<file path="src/rtl/counter_sched_4.sv">
// counter_sched_4: round-robin scheduler for one shared 4-bit loadable
// up-counter. Two requesters each ask for an N-cycle delay. The block
// arbitrates between them, loads the counter with (16 - N) mod 16, counts
// until carry-out, and then pulses done to the requester it served.
//
// Ports:
//   CLK          clock, rising edge
//   Clr          synchronous active-high reset
//   req0/req1    level requests, sampled only while idle
//   dur0/dur1    requested delay N (0 means 16), captured at grant
//   hold         pauses counting while running
//   cnt_A        counter value (monitor only)
//   cnt_CO       counter carry-out (Count & A == 15)
//   Load/Count   counter load / count enables
//   IN           counter parallel-load data
//   gnt0/gnt1    requester currently being served
//   done0/done1  one-cycle completion pulse
//   busy         scheduler not idle
module counter_sched_4 #(
    parameter int unsigned WIDTH = 4
) (
    input  logic             CLK,
    input  logic             Clr,
    input  logic             req0,
    input  logic             req1,
    input  logic [WIDTH-1:0] dur0,
    input  logic [WIDTH-1:0] dur1,
    input  logic             hold,
    input  logic [WIDTH-1:0] cnt_A,
    input  logic             cnt_CO,
    output logic             Load,
    output logic             Count,
    output logic [WIDTH-1:0] IN,
    output logic             gnt0,
    output logic             gnt1,
    output logic             done0,
    output logic             done1,
    output logic             busy
);

    typedef enum logic [1:0] {
        IDLE = 2'd0,
        LOAD = 2'd1,
        RUN  = 2'd2,
        DONE = 2'd3
    } state_t;

    state_t           state;
    logic             owner;
    logic             ptr;
    logic [WIDTH-1:0] start;

    logic             win;
    logic [WIDTH-1:0] dur_win;
    logic [WIDTH-1:0] start_new;

    // The counter value is observed for debug only; nothing depends on it.
    logic unused_cnt_a;
    assign unused_cnt_a = ^cnt_A;

    // Arbitration: a lone requester wins; on a tie the pointer decides.
    always_comb begin
        win       = (req0 & req1) ? ptr : req1;
        dur_win   = win ? dur1 : dur0;
        // Two's complement start value; dur 0 wraps to start 0, i.e. 16 counts.
        start_new = {WIDTH{1'b0}} - dur_win;
    end

    // Scheduler state and registered Moore outputs.
    always_ff @(posedge CLK) begin
        if (Clr) begin
            state <= IDLE;
            owner <= 1'b0;
            ptr   <= 1'b0;
            start <= '0;
            Load  <= 1'b0;
            gnt0  <= 1'b0;
            gnt1  <= 1'b0;
            done0 <= 1'b0;
            done1 <= 1'b0;
            busy  <= 1'b0;
        end else begin
            Load  <= 1'b0;
            done0 <= 1'b0;
            done1 <= 1'b0;
            case (state)
                IDLE: begin
                    if (req0 | req1) begin
                        state <= LOAD;
                        owner <= win;
                        start <= start_new;
                        Load  <= 1'b1;
                        busy  <= 1'b1;
                        gnt0  <= ~win;
                        gnt1  <= win;
                    end
                end
                LOAD: begin
                    state <= RUN;
                end
                RUN: begin
                    if (cnt_CO) begin
                        state <= DONE;
                        done0 <= ~owner;
                        done1 <= owner;
                    end
                end
                DONE: begin
                    state <= IDLE;
                    ptr   <= ~owner;
                    busy  <= 1'b0;
                    gnt0  <= 1'b0;
                    gnt1  <= 1'b0;
                end
                default: begin
                    state <= IDLE;
                end
            endcase
        end
    end

    // Count is the only combinational output, so hold freezes the counter at once.
    assign Count = (state == RUN) & ~hold;
    assign IN    = start;

endmodule

</file>
<file path="config.mk">
export PLATFORM = sky130hd
export DESIGN_NAME = counter_sched_4
export DESIGN_NICKNAME = d
export VERILOG_FILES = /design/src/rtl/counter_sched_4.sv
export SDC_FILE = /design/constraint.sdc
export NUM_CORES = 1
export LEC_CHECK = 0
export BUFFER_PORTS_ARGS = -buffer_cell sky130_fd_sc_hd__clkbuf_2
export CORE_MARGIN = 2
export CORE_UTILIZATION = 30
export DETAILED_ROUTE_END_ITERATION = 10
export HOLD_SLACK_MARGIN = 0.15
export PLACE_DENSITY = 0.61
export SYNTH_ARGS = -nofsm -noshare
export SYNTH_HDL_FRONTEND = slang
export SYNTH_SLANG_ARGS = --single-unit
</file>
<file path="constraint.sdc">
create_clock -name CLK -period 4.1 [get_ports CLK]
set_input_delay 1.025 -clock CLK [delete_from_list [all_inputs] [get_ports CLK]]
set_output_delay 1.025 -clock CLK [all_outputs]
set_load 0.02 [all_outputs]
</file>
==> results.py, run 1 <==
metrics = {
    "run_status": {
        "result_of_the_run": "completed",
    },
    "detailed_routing": {
        "detailedRoute.firstPassIterationCount": 2,
        "via_per_inst": 4.73,
        "drc": 0,
        "via_count": 625,
        "drt_wl_total_mm": 1.37,
        "antenna_violating_nets_post_route": 0,
        "first_iter_violations": 1,
        "avgRoutedWirePerCell_um": 10.4,
    },
    "global_routing": {
        "grtUsageMet1": 0.133,
        "antenna_found_initial": 0,
        "grt.total_usage": 0.112,
        "global_route.usage.met3": 0.0322,
        "grtUsageMet2": 0.177,
        "globalRoute.totalOverflow": 0,
        "most_crowded_layer_after_global_routing": "met2",
        "grt_pass1_vias": 553,
        "grt_max_degree": 15,
        "global_route_wire_length_before_repair_mm": 2.21,
    },
    "logic_synthesis": {
        "yosysTopAreaCell": "dfxtp_1",
        "synth_area_um2": 674,
        "synth_cells": 77,
        "post_synthesis_mean_instance_area_um2": 8.76,
        "synth.ff_latch_count": 14,
        "yosysTopAreaCellShare": 0.416,
        "ys_types": 27,
        "yosys-top-cells-area": "dfxtp_1, nor2_1, ha_1",
        "ys_warn_count": 0,
        "yosysSeqAreaShare": 0.416,
        "syn-num-nets": 98,
    },
    "clock_tree": {
        "clock-sinks": 14,
        "postCtsResizedCells": 0,
        "clockBufferDepth": 2,
        "clk_pin_slew_worst_paths_ns": 0.09,
        "post-cts-setup-buffers": 0,
        "worst_skew_pair.late_latency_ns": 0.29,
        "ctsRootBufferMaster": "clkbuf_4",
        "hold_buffers": 0,
        "cts_inserted_buffers": 3,
        "cts_tree": "built",
        "h_tree_level_count": 1,
    },
    "worst_setup_path": {
        "critPathLaunch": "hold",
        "critPathMaxFanout": 1,
        "worst_ep_required_time_ns": 3.07,
        "worstReg2RegEnd": "state[1]$_SDFFE_PP0P_",
        "arrival_ns": 1.37,
        "crit_chain": "clkbuf_2 > nor2b_1 > clkbuf_2",
        "start_kind": "primary input",
        "worst-path-buf-inv": 2,
        "regToRegSetupSlack_ns": 2.41,
        "critical_path.most_common_cell": "clkbuf_2",
        "delay_of_the_slowest_cell_on_the_worst_path_ns": 0.17,
        "timing.critical_path.max_delay_family": "buffers and inverters",
        "reg2reg_depth": 6,
        "crit_path_end": "Count",
        "worst-setup-path-type": "in -> out",
        "critPathCaptureType": "output port",
        "number_of_gates_on_the_worst_path_with_buffers_counted": 3,
        "crit_path_top_delay_cell": "clkbuf_2",
        "r2r-start": "state[0]$_SDFFE_PP0P_",
    },
    "power": {
        "leak_pwr_nw": 0.388,
        "power.density_cell_area_nw_per_um2": 637,
        "power.ir.vdd_worst_uv": 382,
    },
    "finish": {
        "area_growth_syn_to_layout_pct": 27.8,
        "layout.cells.most_common_list": "clkbuf_2, dfxtp_1, nor2_1, nand2_1, o21ai_0",
        "antenna_cells_inserted": 0,
        "fin_nets": 126,
        "final_util": 0.397,
        "drive_above_1_share": 0.308,
        "post_layout_inst_area_um2": 862,
        "most_common_cell_after_layout_fill_and_taps_aside": "clkbuf_2",
    },
    "sta": {
        "final_max_slew_viol_count": 0,
        "setup-violations-final": 0,
        "fin_skew_ns": 0.00559,
        "max_slew_margin": 0.778,
        "fin_crit_ns": 2.39,
        "timing_worst_slew_pin_value_ns": 0.330,
        "min_period_over_period": 0.583,
        "rsz0062_at_grt": "false",
        "final-hold-violation-count": 0,
        "max_clock_freq_mhz": 418,
        "totalNegativeSetupSlack_ns": 0,
    },
    "floorplanning": {
        "die_y_extent_um": 51.4,
        "design.core.area_um2": 2170,
        "floorplan.initialDensity": 0.311,
        "fp-row-count": 17,
        "fp.dieArea_um2": 2640,
        "top_level_ports": 29,
        "dieWidth_um": 51.4,
    },
    "placement": {
        "placed_cell_area_um2": 826,
        "post-dp-hpwl_mm": 1.07,
        "gp_routability_congestion": 0.690,
        "place.port_buffers": 24,
    },
    "job": {
        "maxCapViolations": 0,
    },
    "worst_hold_path": {
        "timing.hold.worst.class": "reg -> reg",
    },
}
==> metal layers <==
layer  wire [µm]  up-vias  share of wire
met2         663       11           0.48
met3          66        2          0.048
met4          16        0          0.012
met1         628      288           0.46
li1            -      324              -
met5           0        -              0
==> cell type report <==
cell class	count	area, µm²
fillers	241	1310
multi-input cells	58	375
flip-flops and latches	14	280
repair buffers	24	120
clock buffers	4	36.3
well taps	28	35.0
inverters	4	15.0
==> worst min-delay path by stage <==
stage                                  start                 end  slack [ns]  cells after the start
after floorplan           owner$_SDFFE_PP0P_    done0$_SDFF_PP0_        0.44                      1
after global placement    IN[1]$_SDFFE_PP0P_  IN[1]$_SDFFE_PP0P_        0.45                      2
after detailed placement  IN[1]$_SDFFE_PP0P_  IN[1]$_SDFFE_PP0P_        0.45                      2
after CTS                 IN[1]$_SDFFE_PP0P_  IN[1]$_SDFFE_PP0P_        0.47                      2
after global routing      IN[1]$_SDFFE_PP0P_  IN[1]$_SDFFE_PP0P_        0.51                      2
final                     IN[1]$_SDFFE_PP0P_  IN[1]$_SDFFE_PP0P_        0.46                      2
==> through the flow <==
step	power, mW	hold slack, ns	cells	setup slack (ns)
floorplan	0.385	0.436	77	1.75
global placement	0.446	0.453	128	1.71
detailed placement	0.452	0.454	128	1.71
CTS	0.555	0.467	132	1.71
global route	0.597	0.507	132	1.65
finish	0.549	0.462	132	1.71
==> logic make-up (layout without fill, tap and decap cells) <==
family,Yosys count,count (layout),synth area share
adders and majority gates,3,3,0.0557
and+or+nand+nor,30,30,0.208
AOI/OAI and AO/OA,19,19,0.211
muxes,2,2,0.0297
buffers and inverters,5,32,0.0278
xor gates and xnor gates,4,4,0.0520
DFF,14,14,0.416
==> state kept, by name, summed over array words and instances, names as in the netlist <==
signal  cells
state       2
Load        1
done0       1
gnt1        1
ptr         1
gnt0        1
busy        1
owner       1
done1       1
IN          4
==> power by group <==
group,leakage (nW),internal (mW),switching [mW]
Sequential,0.115,0.177,0.0250
Combinational,0.251,0.0980,0.145
Clock,0.0210,0.0541,0.0491
Total,0.388,0.330,0.219
==> synthesized netlist by cell type <==
| master | count |
|---|---|
| clkbuf_1 | 1 |
| o21ai_0 | 5 |
| a21oi_1 | 2 |
| o21a_1 | 1 |
| a32oi_1 | 1 |
| nor3_1 | 4 |
| o211ai_1 | 2 |
| nor2_1 | 13 |
| xnor2_1 | 3 |
| a21boi_0 | 1 |
| a311oi_1 | 1 |
| a211oi_1 | 2 |
| or3b_2 | 1 |
| dfxtp_1 | 14 |
| ha_1 | 3 |
| nand2_1 | 7 |
| or3b_1 | 1 |
| nand3b_1 | 1 |
| a311oi_2 | 1 |
| nor2b_1 | 2 |
| nor3b_1 | 1 |
| a22oi_1 | 2 |
| xor2_1 | 1 |
| o21a_4 | 1 |
| mux2i_1 | 2 |
| inv_2 | 1 |
| inv_1 | 3 |
==> worst min-delay path: cells and delay by family (launching register included) <==
kind | cells | cell delay, ns
flops | 1 | 0.32
compound gates | 1 | 0.05
simple gates | 1 | 0.05
Note: power is estimated with default switching activity, not from simulation.
==> run 2, diff against run 1 <==
--- a/config.mk
+++ b/config.mk
@@ -5,12 +5,13 @@
 export SDC_FILE = /design/constraint.sdc
 export NUM_CORES = 1
 export LEC_CHECK = 0
+export ABC_AREA = 1
 export BUFFER_PORTS_ARGS = -buffer_cell sky130_fd_sc_hd__clkbuf_2
 export CORE_MARGIN = 2
 export CORE_UTILIZATION = 30
 export DETAILED_ROUTE_END_ITERATION = 10
 export HOLD_SLACK_MARGIN = 0.15
-export PLACE_DENSITY = 0.61
+export PLACE_DENSITY = 0.62
 export SYNTH_ARGS = -nofsm -noshare
 export SYNTH_HDL_FRONTEND = slang
 export SYNTH_SLANG_ARGS = --single-unit
==> constraint.sdc (replaced) <==
create_clock -name CLK -period 2.11 [get_ports CLK]
set_input_delay 0.5275 -clock CLK [delete_from_list [all_inputs] [get_ports CLK]]
set_output_delay 0.5275 -clock CLK [all_outputs]
set_load 0.02 [all_outputs]
==> run 2 against run 1 <==
- sequential cell count did not move
- critical path type is now reg -> out
- sequential share of layout area decreased by 2.0 points
- clock skew is 0.0039 ns lower
- via count rose by 14%
- final cell count rose by 20%
==> results.py, run 2 <==
metrics = {
    "global_routing": {
        "grt_max_degree": 12,
        "grt.total_usage": 0.120,
        "antenna_found_initial": 0,
        "grt_pass1_vias": 643,
        "global_route_wire_length_before_repair_mm": 2.48,
        "globalRoute.totalOverflow": 0,
    },
    "sta": {
        "fin_skew_ns": 0.00167,
        "rsz0062_at_grt": "false",
        "final_max_slew_viol_count": 0,
        "max_slew_margin": 0.710,
        "timing_worst_slew_pin_value_ns": 0.435,
        "whs_ns": 0.468,
        "setup-violations-final": 0,
        "final-hold-violation-count": 0,
        "max_clock_freq_mhz": 577,
        "layout_setup_ws_ns": 0.376,
        "min_period_over_period": 0.822,
        "fin_crit_ns": 1.73,
        "totalNegativeSetupSlack_ns": 0,
    },
    "floorplanning": {
        "fp.dieArea_um2": 2900,
        "top_level_ports": 29,
        "die_y_extent_um": 53.8,
        "fp-row-count": 18,
        "dieWidth_um": 53.8,
        "floorplan.initialDensity": 0.309,
        "design.core.area_um2": 2410,
    },
    "clock_tree": {
        "clock-sinks": 14,
        "postCtsResizedCells": 0,
        "cts_tree": "built",
        "h_tree_level_count": 1,
        "ctsRootBufferMaster": "clkbuf_4",
        "cts_inserted_buffers": 3,
        "hold_buffers": 0,
        "clk_pin_slew_worst_paths_ns": 0.09,
        "clockBufferDepth": 2,
        "post-cts-setup-buffers": 0,
        "worst_skew_pair.late_latency_ns": 0.28,
    },
    "finish": {
        "layout.cells.non_filler": 158,
        "drive_above_1_share": 0.320,
        "largest_register_ff_count": 4,
        "area_growth_syn_to_layout_pct": 23.5,
        "most_common_cell_after_layout_fill_and_taps_aside": "clkbuf_2",
        "layout.cells.most_common_list": "clkbuf_2, inv_1, nand2_1, dfxtp_1, nor2_1",
        "antenna_cells_inserted": 0,
        "layout.filler_cells": 260,
        "sequential_cell_area_um2": 280,
        "multi_input_comb_area_um2": 370,
        "final_util": 0.382,
        "fin_nets": 150,
    },
    "placement": {
        "post-dp-hpwl_mm": 1.22,
        "place.port_buffers": 24,
        "detailedPlace.worstSlack_ns": 0.619,
        "numPlacedInstances": 154,
        "gp_routability_congestion": 0.796,
    },
    "job": {
        "maxCapViolations": 0,
    },
    "power": {
        "power_frac_comb": 0.446,
        "power.share.sequential": 0.371,
        "power.net_switching_uw": 434,
        "power.ir.vdd_worst_uv": 621,
        "clkPwrFrac": 0.183,
        "power_report.internal_total_uw": 611,
        "power.density_cell_area_nw_per_um2": 1140,
        "sw_frac_of_total": 0.415,
        "leak_pwr_nw": 0.496,
    },
    "logic_synthesis": {
        "yosysSeqAreaShare": 0.376,
        "synth_cells": 102,
        "ys_dominant_reg_cell": "dfxtp_1",
        "synth.ff_latch_count": 14,
        "synth_edf_count": 0,
        "synth_area_um2": 744,
        "post_synth_most_frequent_cells": "inv_1, nand2_1, dfxtp_1",
        "yosys-top-cells-area": "dfxtp_1, inv_1, nand2_1",
        "synth-async-reset-ratio": 0,
        "yosysTopAreaCell": "dfxtp_1",
        "ys_types": 20,
        "yosysTopAreaCellShare": 0.376,
        "synthMostInstantiatedCell": "inv_1",
        "post_synthesis_mean_instance_area_um2": 7.30,
        "syn-num-nets": 123,
        "ys_warn_count": 0,
    },
    "worst_setup_path": {
        "worst_ep_required_time_ns": 1.58,
        "worst-setup-path-type": "reg -> out",
        "r2r-start": "state[0]$_SDFFE_PP0P_",
        "critPathCaptureType": "output port",
        "critPathMaxFanout": 3,
        "start_kind": "flip-flop",
        "arrival_ns": 1.21,
        "critPathLaunch": "state[0]$_SDFFE_PP0P_",
    },
    "detailed_routing": {
        "drt_wl_total_mm": 1.49,
        "via_per_inst": 4.49,
        "drc": 0,
        "detailedRoute.firstPassIterationCount": 4,
        "via_count": 710,
        "avgRoutedWirePerCell_um": 9.44,
        "antenna_violating_nets_post_route": 0,
        "first_iter_violations": 6,
    },
    "worst_hold_path": {
        "worstHoldStart": "busy$_SDFFE_PP0P_",
        "timing.hold.worst.class": "reg -> reg",
    },
    "run_status": {
        "result_of_the_run": "completed",
    },
}
## run 2: changes by cell type after synthesis, sizes merged, moves of 3 or more
| cell | delta |
|---|---|
| nand2 | +17 |
| inv | +16 |
| nand3 | +12 |
| a21oi | +4 |
| nor3 | -4 |
| xnor2 | -3 |
## run 2: cells by family after synthesis
| kind of cell | after synthesis | synth area share |
|---|---|---|
| flops | 14 | 0.376 |
| compound gates | 12 | 0.104 |
| simple gates | 51 | 0.343 |
| fa+ha+maj | 3 | 0.0504 |
| buf+inv | 22 | 0.126 |
## run 2: power by group through the flow
stage          clock network [mW]  logic [mW]  registers (mW)
2_1_floorplan                   0       0.301           0.457
3_3_place_gp                    0       0.456           0.391
3_5_place_dp                    0       0.468           0.395
4_1_cts                     0.197       0.469           0.389
5_1_grt                     0.213       0.528           0.398
6_report                    0.192       0.466           0.388
## run 2: final timing paths
path | to | cells past startpoint | slack (ns)
worst max-delay path | Count | 5 | 0.38
worst min-delay path | busy$_SDFFE_PP0P_ | 2 | 0.47
worst max register to register | IN[0]$_SDFFE_PP0P_ | 7 | 0.63
worst min register to register | busy$_SDFFE_PP0P_ | 2 | 0.47
## run 2: area by class of cell
| cell class | instances | area share |
|---|---|---|
| clock buffer | 4 | 0.0395 |
| tap | 30 | 0.0408 |
| multi-input combinational | 66 | 0.403 |
| sequential | 14 | 0.305 |
| inverter | 20 | 0.0816 |
| timing repair buffer | 24 | 0.131 |
## run 2: per-layer routing
layer / global-route usage / up-vias / wire [µm]
met5: 0 / - / 0
met1: 0.134 / 320 / 647
met3: 0.0500 / 2 / 84
met2: 0.205 / 15 / 750
li1: - / 373 / -
met4: 0.0385 / 0 / 10
## run 2: through the flow
stage	power [mW]	cell area (µm²)
after global placement	0.848	883
final	1.05	920
after floorplan	0.758	744
after CTS	1.06	920
after global routing	1.14	920
after detailed placement	0.863	883
## run 2: worst max-delay path: stages, from the launching register on
cell and delay, ns:
dfxtp_1 0.35, inv_1 0.08, ha_1 0.21, inv_1 0.11, nor2_1 0.05, clkbuf_2 0.15
==> run 3, diff against run 2 <==
==> constraint.sdc (replaced) <==
create_clock -name CLK -period 1.4 [get_ports CLK]
set_input_delay 0.35 -clock CLK [delete_from_list [all_inputs] [get_ports CLK]]
set_output_delay 0.35 -clock CLK [all_outputs]
set_load 0.02 [all_outputs]
==> run 3 against run 2 <==
- the run now ends with negative setup slack left
- hold slack worse by 0.11 ns
- clock-buffer cell count is 1 lower
- clock power is 21% higher
- non-clock buffer count rose by 5
- wire length up 5.9%
- via count rose by 3.1%
- total power rose by 64%
- cell area up 7.6%
- die area did not move
- largest cell class unchanged
- largest power group unchanged
- highest routed layer unchanged
==> results.py, run 3 (synthesized netlist as in run 2, its figures left out) <==
metrics = {
    "run_status": {
        "result_of_the_run": "finished, violations left",
        "violations": "negative setup slack",
    },
    "sta": {
        "min_period_over_period": 1.01,
        "layout_setup_ws_ns": -0.0147,
        "setup-violations-final": 1,
        "final_max_slew_viol_count": 0,
        "timing_worst_slew_pin_value_ns": 0.241,
        "fin_crit_ns": 1.41,
        "whs_ns": 0.353,
        "final-hold-violation-count": 0,
        "max_clock_freq_mhz": 707,
        "rsz0062_at_grt": "true",
        "max_slew_margin": 0.839,
        "fin_skew_ns": 0.00575,
    },
    "floorplanning": {
        "fp-row-count": 18,
        "top_level_ports": 29,
        "dieWidth_um": 53.8,
        "die_y_extent_um": 53.8,
        "design.core.area_um2": 2410,
        "floorplan.initialDensity": 0.309,
        "fp.dieArea_um2": 2900,
    },
    "clock_tree": {
        "cts_tree": "built",
        "h_tree_level_count": 1,
        "ctsRootBufferMaster": "clkbuf_4",
        "clockBufferDepth": 2,
        "cts_inserted_buffers": 3,
        "clk_pin_slew_worst_paths_ns": 0.09,
        "clock-sinks": 14,
        "worst_skew_pair.late_latency_ns": 0.28,
    },
    "finish": {
        "largest_register_ff_count": 4,
        "fin_nets": 155,
        "most_common_cell_after_layout_fill_and_taps_aside": "clkbuf_2",
        "drive_above_1_share": 0.394,
        "area_growth_syn_to_layout_pct": 32.9,
        "layout.cells.most_common_list": "clkbuf_2, inv_1, nand2_1, dfxtp_1",
        "layout.cells.non_filler": 162,
        "final_util": 0.411,
        "antenna_cells_inserted": 0,
    },
    "worst_setup_path": {
        "critPathCaptureType": "output port",
        "crit_path_top_delay_cell": "dfxtp_2",
        "start_kind": "flip-flop",
        "critical_path.most_common_cell": "inv_4",
        "arrival_ns": 1.06,
        "reg2reg_depth": 10,
        "delay_of_the_slowest_cell_on_the_worst_path_ns": 0.36,
        "number_of_gates_on_the_worst_path_with_buffers_counted": 5,
        "timing.critical_path.max_delay_family": "flip-flops",
        "critPathMaxFanout": 3,
        "crit_chain": "inv_4 > ha_4 > inv_4 > nor2_4 > buf_6",
        "worst-path-buf-inv": 3,
        "worst_ep_required_time_ns": 1.05,
        "worst-setup-path-type": "reg -> out",
    },
    "global_routing": {
        "grt.total_usage": 0.120,
        "globalRoute.totalOverflow": 0,
        "global_route_wire_length_before_repair_mm": 2.46,
        "grt_pass1_vias": 619,
        "grt_max_degree": 11,
        "antenna_found_initial": 0,
    },
    "power": {
        "clkPwrFrac": 0.135,
        "power.density_cell_area_nw_per_um2": 1730,
        "total_power_mw": 1.72,
        "power.net_switching_uw": 718,
        "power_frac_comb": 0.516,
        "power.ir.vdd_worst_uv": 1010,
        "leak_pwr_nw": 0.517,
        "power_report.internal_total_uw": 998,
        "sw_frac_of_total": 0.418,
        "power.share.sequential": 0.349,
    },
    "job": {
        "maxCapViolations": 0,
    },
    "placement": {
        "place.port_buffers": 24,
        "post-dp-hpwl_mm": 1.22,
        "gp_routability_congestion": 0.796,
        "numPlacedInstances": 156,
        "detailedPlace.worstSlack_ns": 0.0583,
    },
    "worst_hold_path": {
        "timing.hold.worst.class": "in -> reg",
        "timing.hold.worst_path_depth": 3,
    },
    "detailed_routing": {
        "first_iter_violations": 11,
        "via_count": 732,
        "antenna_violating_nets_post_route": 0,
        "drc": 0,
        "avgRoutedWirePerCell_um": 9.75,
        "via_per_inst": 4.52,
        "detailedRoute.firstPassIterationCount": 4,
        "drt_wl_total_mm": 1.58,
    },
}
run 3: power groups by stage:
stage / clock [mW] / combinational, mW / sequential (mW)
floorplan: 0 / 0.454 / 0.688
global placement: 0 / 0.731 / 0.590
detailed placement: 0 / 0.750 / 0.593
CTS: 0.234 / 0.816 / 0.596
global route: 0.250 / 0.985 / 0.615
finish: 0.232 / 0.885 / 0.599
run 3: worst paths after layout:
| check | to | start | slack [ns] |
|---|---|---|---|
| worst min register to register | gnt1$_SDFFE_PP0P_ | gnt1$_SDFFE_PP0P_ | 0.46 |
| worst min-delay path | done0$_SDFF_PP0_ | cnt_CO | 0.35 |
| worst max-delay path | Count | state[0]$_SDFFE_PP0P_ | -0.01 |
| worst max register to register | IN[3]$_SDFFE_PP0P_ | state[0]$_SDFFE_PP0P_ | 0.08 |
run 3: stage by stage:
step	TNS [ns]	area, µm²
finish	-0.0147	990
global route	-0.0570	990
CTS	-0.0579	956
detailed placement	0	898
global placement	0	898
floorplan	0	744
run 3: cell type report:
type                    count  area [µm²]
flip-flops and latches     14         283
inverters                  20        80.1
multi-input cells          66         403
well taps                  30        37.5
repair buffers             29         164
clock buffers               3        22.5
fillers                   252        1420
run 3: layer usage:
metal / wire length [µm] / GRT usage / part of all wire / up-vias
li1: - / - / - / 379
met1: 644 / 0.139 / 0.41 / 329
met2: 801 / 0.203 / 0.51 / 21
met3: 110 / 0.0250 / 0.070 / 3
met4: 23 / 0.0641 / 0.015 / 0
met5: 0 / 0 / 0 / -
run 3: worst register-to-register path, stage by stage (launching register included):
cell     delay, ns
dfxtp_2       0.36
inv_4         0.05
buf_4         0.13
ha_4          0.17
inv_1         0.08
nor2_2        0.05
buf_4         0.16
nor2_1        0.09
nor2_1        0.04
nand2_1       0.07
inv_1         0.03
run 3: repair_timing:
item                       4_1_cts  5_1_grt
buffers inserted                 2        1
pin swaps                        1        1
setup endpoints to repair        1        7
hold buffers                     0        0
resized for setup                8        7
